## src/rtl/ov7670_cfg_pkg.sv

```systemverilog
// Shared types and table-entry encodings for the OV7670 register-table sequencer.
package ov7670_cfg_pkg;

  typedef enum logic [2:0] {
    S_FETCH    = 3'd0,
    S_DECODE   = 3'd1,
    S_ISSUE    = 3'd2,
    S_WAIT_ACK = 3'd3,
    S_DELAY    = 3'd4,
    S_DONE     = 3'd5,
    S_ERROR    = 3'd6
  } state_e;

  localparam logic [15:0] ENTRY_END = 16'hFFFF;
  localparam logic [7:0]  DELAY_TAG = 8'hF0;

  // 16'hF0nn: wait nn milliseconds
  function automatic logic is_delay(input logic [15:0] entry);
    return entry[15:8] == DELAY_TAG;
  endfunction

endpackage

```

## src/rtl/cfg_ms_tick.sv

```systemverilog
// Free-running millisecond strobe; restarting it with clear gives a full first interval.
module cfg_ms_tick #(
  parameter int CLK_HZ = 25000000
) (
  input  logic clk25_i,
  input  logic rst_i,
  input  logic clear_i,
  output logic tick_o
);

  localparam int PERIOD = (CLK_HZ / 1000 > 1) ? CLK_HZ / 1000 : 1;
  localparam int CW     = (PERIOD > 1) ? $clog2(PERIOD) : 1;
  localparam logic [CW-1:0] RELOAD = CW'(PERIOD - 1);

  logic [CW-1:0] cnt_q, cnt_d;

  assign tick_o = (cnt_q == '0);

  always_comb begin
    cnt_d = cnt_q - 1'b1;
    if (clear_i || tick_o) cnt_d = RELOAD;
  end

  always_ff @(posedge clk25_i) begin
    if (rst_i) cnt_q <= RELOAD;
    else       cnt_q <= cnt_d;
  end

endmodule

```

## src/rtl/ov7670_cfg_sequencer.sv

```systemverilog
// Walks the camera register table in ROM, issuing writes to the SCCB engine with
// millisecond delays, NACK retries and done/error reporting.
//   state    | meaning
//   FETCH    | present index on rom_addr
//   DECODE   | classify rom_data: end / delay / write
//   ISSUE    | cmd_valid high until accepted
//   WAIT_ACK | wait for wr_done, retry on NACK
//   DELAY    | count down ms_count on ms ticks
//   DONE     | table complete, hold
//   ERROR    | retries exhausted, hold
module ov7670_cfg_sequencer
  import ov7670_cfg_pkg::*;
#(
  parameter int CLK_HZ    = 25000000,
  parameter int ADDR_W    = 8,
  parameter int MAX_RETRY = 3
) (
  input  logic              clk25_i,
  input  logic              rst_i,
  input  logic              resend_i,
  output logic [ADDR_W-1:0] rom_addr_o,
  input  logic [15:0]       rom_data_i,
  output logic              cmd_valid_o,
  input  logic              cmd_ready_i,
  output logic [7:0]        cmd_reg_o,
  output logic [7:0]        cmd_val_o,
  input  logic              wr_done_i,
  input  logic              wr_nack_i,
  output logic              config_done_o,
  output logic              config_err_o,
  output logic [ADDR_W-1:0] lut_index_o
);

  localparam int RW = (MAX_RETRY > 0) ? $clog2(MAX_RETRY + 1) : 1;

  state_e            state_q, state_d;
  logic [ADDR_W-1:0] index_q, index_d;
  logic [RW-1:0]     retry_q, retry_d;
  logic [7:0]        ms_q, ms_d;
  logic [7:0]        reg_q, reg_d;
  logic [7:0]        val_q, val_d;
  logic              stale_q, stale_d;
  logic              advance, done_eff, tick, tick_clr;

  // a completion owed to a write abandoned by resend is swallowed here
  assign done_eff = wr_done_i & ~stale_q;
  assign tick_clr = (state_q == S_DECODE) && is_delay(rom_data_i);

  cfg_ms_tick #(.CLK_HZ(CLK_HZ)) u_ms_tick (
    .clk25_i (clk25_i),
    .rst_i   (rst_i),
    .clear_i (tick_clr),
    .tick_o  (tick)
  );

  always_comb begin
    state_d = state_q;
    index_d = index_q;
    retry_d = retry_q;
    ms_d    = ms_q;
    reg_d   = reg_q;
    val_d   = val_q;
    stale_d = stale_q & ~wr_done_i;
    advance = 1'b0;
    case (state_q)
      S_FETCH: state_d = S_DECODE;
      S_DECODE: begin
        if (rom_data_i == ENTRY_END) begin
          state_d = S_DONE;
        end else if (is_delay(rom_data_i)) begin
          if (rom_data_i[7:0] == 8'd0) begin
            advance = 1'b1;
          end else begin
            ms_d    = rom_data_i[7:0];
            state_d = S_DELAY;
          end
        end else begin
          reg_d   = rom_data_i[15:8];
          val_d   = rom_data_i[7:0];
          state_d = S_ISSUE;
        end
      end
      S_ISSUE: if (cmd_ready_i) state_d = S_WAIT_ACK;
      S_WAIT_ACK: begin
        if (done_eff) begin
          if (!wr_nack_i) begin
            retry_d = '0;
            advance = 1'b1;
          end else if (retry_q < RW'(MAX_RETRY)) begin
            retry_d = retry_q + 1'b1;
            state_d = S_ISSUE;
          end else begin
            state_d = S_ERROR;
          end
        end
      end
      S_DELAY: begin
        if (ms_q == 8'd0) advance = 1'b1;
        else if (tick)    ms_d = ms_q - 8'd1;
      end
      default: ;
    endcase
    // an unterminated table that runs off the end counts as complete
    if (advance) begin
      if (&index_q) begin
        state_d = S_DONE;
      end else begin
        index_d = index_q + 1'b1;
        state_d = S_FETCH;
      end
    end
    if (resend_i) begin
      state_d = S_FETCH;
      index_d = '0;
      retry_d = '0;
      ms_d    = '0;
      stale_d = ((state_q == S_WAIT_ACK) && !done_eff) ||
                ((state_q == S_ISSUE) && cmd_ready_i) ||
                (stale_q && !wr_done_i);
    end
  end

  always_ff @(posedge clk25_i) begin
    if (rst_i) begin
      state_q <= S_FETCH;
      index_q <= '0;
      retry_q <= '0;
      ms_q    <= '0;
      reg_q   <= '0;
      val_q   <= '0;
      stale_q <= 1'b0;
    end else begin
      state_q <= state_d;
      index_q <= index_d;
      retry_q <= retry_d;
      ms_q    <= ms_d;
      reg_q   <= reg_d;
      val_q   <= val_d;
      stale_q <= stale_d;
    end
  end

  assign rom_addr_o    = index_q;
  assign lut_index_o   = index_q;
  assign cmd_valid_o   = (state_q == S_ISSUE);
  assign cmd_reg_o     = reg_q;
  assign cmd_val_o     = val_q;
  assign config_done_o = (state_q == S_DONE);
  assign config_err_o  = (state_q == S_ERROR);

endmodule

```

## config.mk

```make
export PLATFORM = sky130hd
export DESIGN_NAME = ov7670_cfg_sequencer
export DESIGN_NICKNAME = d
export VERILOG_FILES = /design/src/rtl/ov7670_cfg_pkg.sv /design/src/rtl/cfg_ms_tick.sv /design/src/rtl/ov7670_cfg_sequencer.sv
export SDC_FILE = /design/constraint.sdc
export NUM_CORES = 1
export LEC_CHECK = 0
export CAP_MARGIN = 10
export CORE_MARGIN = 2
export CORE_UTILIZATION = 40
export CTS_BUF_LIST = sky130_fd_sc_hd__clkbuf_8
export DETAILED_ROUTE_END_ITERATION = 7
export PLACE_DENSITY = 0.76
export RECOVER_POWER = 50
export SLEW_MARGIN = 20
export SYNTH_ARGS = -nofsm -noshare
export SYNTH_HDL_FRONTEND = slang
export SYNTH_HIERARCHICAL = 1
export SYNTH_SLANG_ARGS = --single-unit
```

## constraint.sdc

```tcl
create_clock -name clk25_i -period 5.8 [get_ports clk25_i]
set_input_delay 1.16 -clock clk25_i [delete_from_list [all_inputs] [get_ports clk25_i]]
set_output_delay 1.16 -clock clk25_i [all_outputs]
set_load 0.03 [all_outputs]
```

* Word level (Yosys, flattened, before mapping) *
Index checks and enable logic that the tools add are counted.

word-level totals
  register bits after elaboration = 53
  bits of input ports = 22
  output and inout port bits = 35
  logic and storage cells = 87

cells by class
  add/sub/neg operators = 4
  $lt $le $gt $ge = 1
  equality and inequality tests = 18
  muxes and demuxes = 26
  bitwise logic cells = 7
  reduce and logical (&&, ||, !) cells = 23

operators by type and width
  cell                                                  count
  two-way mux 8 bit                                     5
  two-way mux 3 bit                                     9
  equality test 16 bit (second input constant)          1
  logical NOT 8 bit                                     2
  one-hot mux 8 bit (2 select lines)                    1
  logical NOT 15 bit                                    1
  subtractor 15 x 1 -> 15 bit (second input constant)   1
  one-hot mux 3 bit (4 select lines)                    1
  equality test 3 bit (second input constant)           3
  adder 8 x 1 -> 8 bit (second input constant)          1
  equality test 8 bit (second input constant)           1
  AND reduction 8 bit                                   1
  subtractor 8 x 1 -> 8 bit (second input constant)     1
  two-way mux 1 bit                                     7
  equality test 3 x 2 -> 1 bit (second input constant)  2
  != test 2 x 1 -> 1 bit (second input constant)        3
  != test 2 bit (second input constant)                 3
  != test 3 bit (second input constant)                 2
  AND reduction 3 bit                                   2
  AND reduction 6 bit                                   1
  != test 5 bit (second input constant)                 1
  inverter 1 bit                                        5
  AND reduction 5 bit                                   1
  nonzero test 5 bit                                    1
  other kinds (14)                                      23

* Depth between registers and ports, before layout *
  depth in word-level cells = 7
  mapped depth = 9

* By module *
Netlist, hierarchy kept.

modules (own cells, without submodules)
  module                times used  cells each  area an instance (µm²)  sequential area each (µm²)
  ov7670_cfg_sequencer  1           233         1,988.2                 760.7
  cfg_ms_tick           1           70          654.4                   300.3

* Least setup slack after synthesis *
Ideal clock, no wire load.

  kind = input to register
  start = input port rom_data_i[8]
  end = register index_q[2], in the netlist lut_index_o[2]
  arrival time = 2,896 ps
  required time = 5,662 ps
  slack = 2,766 ps
  stages on the path = 6
  cells stage by stage = or4_4 or3_4 o211a_4 buf_2 o311ai_0 o41ai_1

between the ends
  word-level cells in the longest chain between the ends = 5

ends and longest elaborated chain
  item                                      RTL line                     source
  start, declared                           ov7670_cfg_sequencer.sv:22   input logic [15:0] rom_data_i,
  equality test 8 bit                       ov7670_cfg_pkg.sv:19         return entry[15:8] == DELAY_TAG;
  two-way mux 1 bit                         ov7670_cfg_sequencer.sv:70   end else if (is_delay(rom_data_i)) begin
  two-way mux 1 bit (*)                     ov7670_cfg_sequencer.sv:68   if (rom_data_i == ENTRY_END) begin
  one-hot mux 1 bit (3 select lines) (*)    ov7670_cfg_sequencer.sv:65   case (state_q)
  AND reduction 2 bit (no source line) (*)  n/a
  end signal, assigned                      ov7670_cfg_sequencer.sv:134  index_q <= index_d;
  end, declared                             ov7670_cfg_sequencer.sv:37   logic [ADDR_W-1:0] index_q, index_d;

Mark *: on every way between the ends. The rest lies on a longest branch, timed or not.
A chain may end at the register's enable or synchronous reset.

* Worst setup path after layout *
  start = input port rom_data_i[8]
  end = register index_q[6], in the netlist lut_index_o[6]

Same word-level chain as after synthesis.

==> out/results.md <==
| Result | This run |
|:---|:---|
| Top Ports | 57 |
| Synth Area in XOR/XNOR | 2.98% |
| Cells on worst reg2reg path | 8 |
| Number of inserted filler cells in the final layout | 600 |
| Share of the core filled with cells in the final layout | 51.1% |
| Fraction of synthesized area in multiplexers | 6.82% |
| Initial cell density of the core | 41.4% |
| CP Max Fanout | 16 |
| Cell row count | 29 |
| Final critical-path setup slack | 2320 ps |
| Vias in the first global route | 2230 |
| Total count of hold-check failures in the final report | 0 |
| Total of hold buffers inserted after clock tree synthesis | 0 |
| DRC violation count after routing | 0 |
| Status | finished clean |
| Initial antenna violation count | 0 |
| Final routed wire length divided by cell count | 14.1 µm |
| Hold Path Sink | u_ms_tick/cnt_q[0]$_SDFF_PP1_ |
| Share of the synthesized area in the top cell type | 40.2% |
| Setup Fix Bufs, Post-CTS | 0 |
| Pre-CTS worst setup slack | 2190 ps |
| Tot GR Track Use | 16.6% |
| Final period demand of the worst path | 3480 ps |
| Number of endpoints failing setup at the final stage | 0 |
| Overall via count from detail_route | 2405 |
| Async set-reset flop share out of synthesis | 0% |
| Wire length of the first global-routing pass | 9920 µm |
| Number of sinks driven by the clock tree | 53 |
| Simple-Gate Fraction of Synth Area | 26.4% |
| Number of clock buffers inserted by TritonCTS | 5 |
| Clock root buffer master | sky130_fd_sc_hd__clkbuf_8 |
| Antenna-violating nets left | 0 |
| Final estimated routing congestion in global placement | 0.816 |
| Clock latency reported for the late side of the worst-skew pair | 300 ps |
| Area Growth Syn to Fin | 23.6% |
| EDFF count, synth | 0 |
| Mean instance size in the synthesized netlist | 8.72 µm² |
| Reg-to-reg setup timing slack | 3130 ps |
| Worst vdd ir | 0.148 mV |
| Post-synthesis adder-cell area fraction | 2.37% |
| Nets | 373 |
| Final critical-path share of the clock period | 60.0% |
| CTS tree | done |
| Most common library cells after synthesis | sky130_fd_sc_hd__dfxtp_1, sky130_fd_sc_hd__nor2_1, sky130_fd_sc_hd__nand2_1, sky130_fd_sc_hd__a21oi_1, sky130_fd_sc_hd__mux2i_1 |
| Number of standard cells in the final layout excluding fillers | 424 |
| Area of the die | 7270 µm² |
| Post-Syn Nets | 330 |
| Number of distinct library cell variants in the gate-level netlist after synthesis | 52 |
| Number of iterations in the first detailed-routing pass | 4 |
| WHS Path Cells | 1 |
| Synthesized cell area | 2640 µm² |
| Worst Min Path Start | u_ms_tick/cnt_q[0]$_SDFF_PP1_ |
| Post-Layout Inst Area | 3270 µm² |
| Share of cells above drive strength 1 | 4.61% |
| Actual transition at the worst max-transition pin | 1130 ps |
| Sum of overflow across all layers after global routing | 0 |
| Data arrival time of the worst path | 3710 ps |
| Seq/Total Area, Yosys | 40.2% |
| Clock-pin slew reported for the worst setup and hold paths after clock tree synthesis | 100 ps |
| Count of final max-slew check failures | 0 |
| Total negative slack | 0 ps |
| Longest Clk Path Bufs | 2 |
| Horiz. Die Dim | 85.3 µm |
| Per-cell via count in the routed design | 5.67 |
| Kind of start point of the critical path | primary input |
| Setup clock skew after layout | 6.44 ps |
| Count of warnings emitted by yosys | 6 |
| Worst flop-to-flop path startpoint | u_ms_tick/cnt_q[0]$_SDFF_PP1_ |
| Final Power | 0.657 mW |
| Start-to-end type of the worst setup path | primary input to register |
| Min Hold Slack | 439 ps |
| Yosys top cell by area | sky130_fd_sc_hd__dfxtp_1 |
| Area contributors post-synth | sky130_fd_sc_hd__dfxtp_1, sky130_fd_sc_hd__mux2i_1, sky130_fd_sc_hd__nor2_1, sky130_fd_sc_hd__a21oi_1, sky130_fd_sc_hd__nand2_1 |
| Setup repair after global routing missed its margin | no |
| Detailed placer's ending HPWL | 4320 µm |
| Pin count of the biggest net entering global routing | 22 |
| Timing-limited maximum frequency | 287 MHz |
| Post-synthesis compound-gate area fraction | 15.1% |
| Maxcap violations | 0 |
| H-Tree Level Count | 2 |
| Top FF cell, synth | sky130_fd_sc_hd__dfxtp_1 |
| Post-placement cell area | 3180 µm² |
| Cells resized by post-CTS repair | 0 |
| Dominant combinational cell family by area after synthesis | simple AND/OR/NAND/NOR gates |
| Count of buffers inserted at the top-level ports | 56 |
| Hold Crit Class | register to register |
| Slew headroom | 24.7% |
| Standard cell core area | 6390 µm² |
| Placed Cells incl. Taps | 415 |
| Total of flip-flops plus latches after synthesis | 53 |
| Total Wirelength | 6000 µm |
| CP required | 6030 ps |
| Leak | 1.23 nW |
| Worst Setup End Kind | register |
| Height of the die | 85.3 µm |
| First-iteration detailed-routing DRC count | 113 |
| Most used standard cell by instance count after synthesis | sky130_fd_sc_hd__dfxtp_1 |
| Launching instance or port of the critical path | rom_data_i[8] |
| Total inserted antenna cells | 0 |
| Pwr Density | 201 nW/µm² |
| Instance count of the mapped netlist | 303 |
| FF-to-FF End | ms_q[1]$_SDFFE_PP0P_ |
## sequential cells by signal (all words and copies together) (netlist names)
name / cells
ms_q: 8
lut_index_o: 8
cmd_reg_o: 8
cmd_val_o: 8
retry_q: 2
u_ms_tick/cnt_q: 15
stale_q: 1
state_q: 3
## logic make-up (layout without fill, tap and decap cells)
family	count (synthesis)	after routing
compound gates	58	58
xor+xnor	9	9
fa+ha+maj	5	5
buf+inv	30	74
flops	53	53
mux	18	18
simple gates	130	130
## worst max path at each step
| stage | endpoint | cells after the start |
|---|---|---|
| after global placement | lut_index_o[6]$_SDFFE_PP0P_ | 6 |
| final | lut_index_o[6]$_SDFFE_PP0P_ | 6 |
| after global routing | lut_index_o[4]$_SDFFE_PP0P_ | 6 |
| after detailed placement | ms_q[7]$_SDFFE_PP0P_ | 6 |
| after CTS | ms_q[7]$_SDFFE_PP0P_ | 6 |
| after floorplan | lut_index_o[2]$_SDFFE_PP0P_ | 6 |
## routing by layer
| layer | global-route usage [%] | vias to the layer above | part of all wire (%) |
|---|---|---|---|
| met2 | 28.3 | 76 | 47 |
| met4 | 6.49 | 0 | 1.7 |
| met3 | 3.60 | 11 | 5.7 |
| li1 | - | 1196 | - |
| met1 | 20.3 | 1122 | 46 |
| met5 | 0 | - | 0 |
## cell type report
type | instances | area (µm²) | area share (%)
multi-input combinational | 220 | 1420 | 43.6
tap | 77 | 96.3 | 2.95
timing repair buffer | 57 | 566 | 17.3
sequential | 53 | 1060 | 32.5
clock inverter | 3 | 17.5 | 0.536
clock buffer | 5 | 68.8 | 2.11
inverter | 9 | 33.8 | 1.03
## power breakdown
group / internal, mW / switching, mW / total (mW)
logic: 0.0327 / 0.0410 / 0.0737
clock network: 0.0836 / 0.121 / 0.204
registers: 0.372 / 0.00694 / 0.379
total: 0.488 / 0.168 / 0.657
## worst max-delay path, stage by stage
cell and delay [ps]:
sky130_fd_sc_hd__dlygate4sd3_1 560, sky130_fd_sc_hd__or4_1 560, sky130_fd_sc_hd__or3_1 430, sky130_fd_sc_hd__o211a_4 340, sky130_fd_sc_hd__or4_1 500, sky130_fd_sc_hd__a21oi_1 150
## placed cells by master, fill, tap and decap left out, drive strengths merged, types with 6 or more instances in the layout
master and count:
nand2 23, nor3 9, dlygate4sd3 35, xnor2 8
nand3 6, o31ai 7, or3 8, inv 9
nand4 7, nor4 9, a21oi 23, or4 9
dfxtp 53, clkdlybuf4s50 21, mux2i 18, nor2 42
No activity file was read; power rests on OpenSTA's default activity.
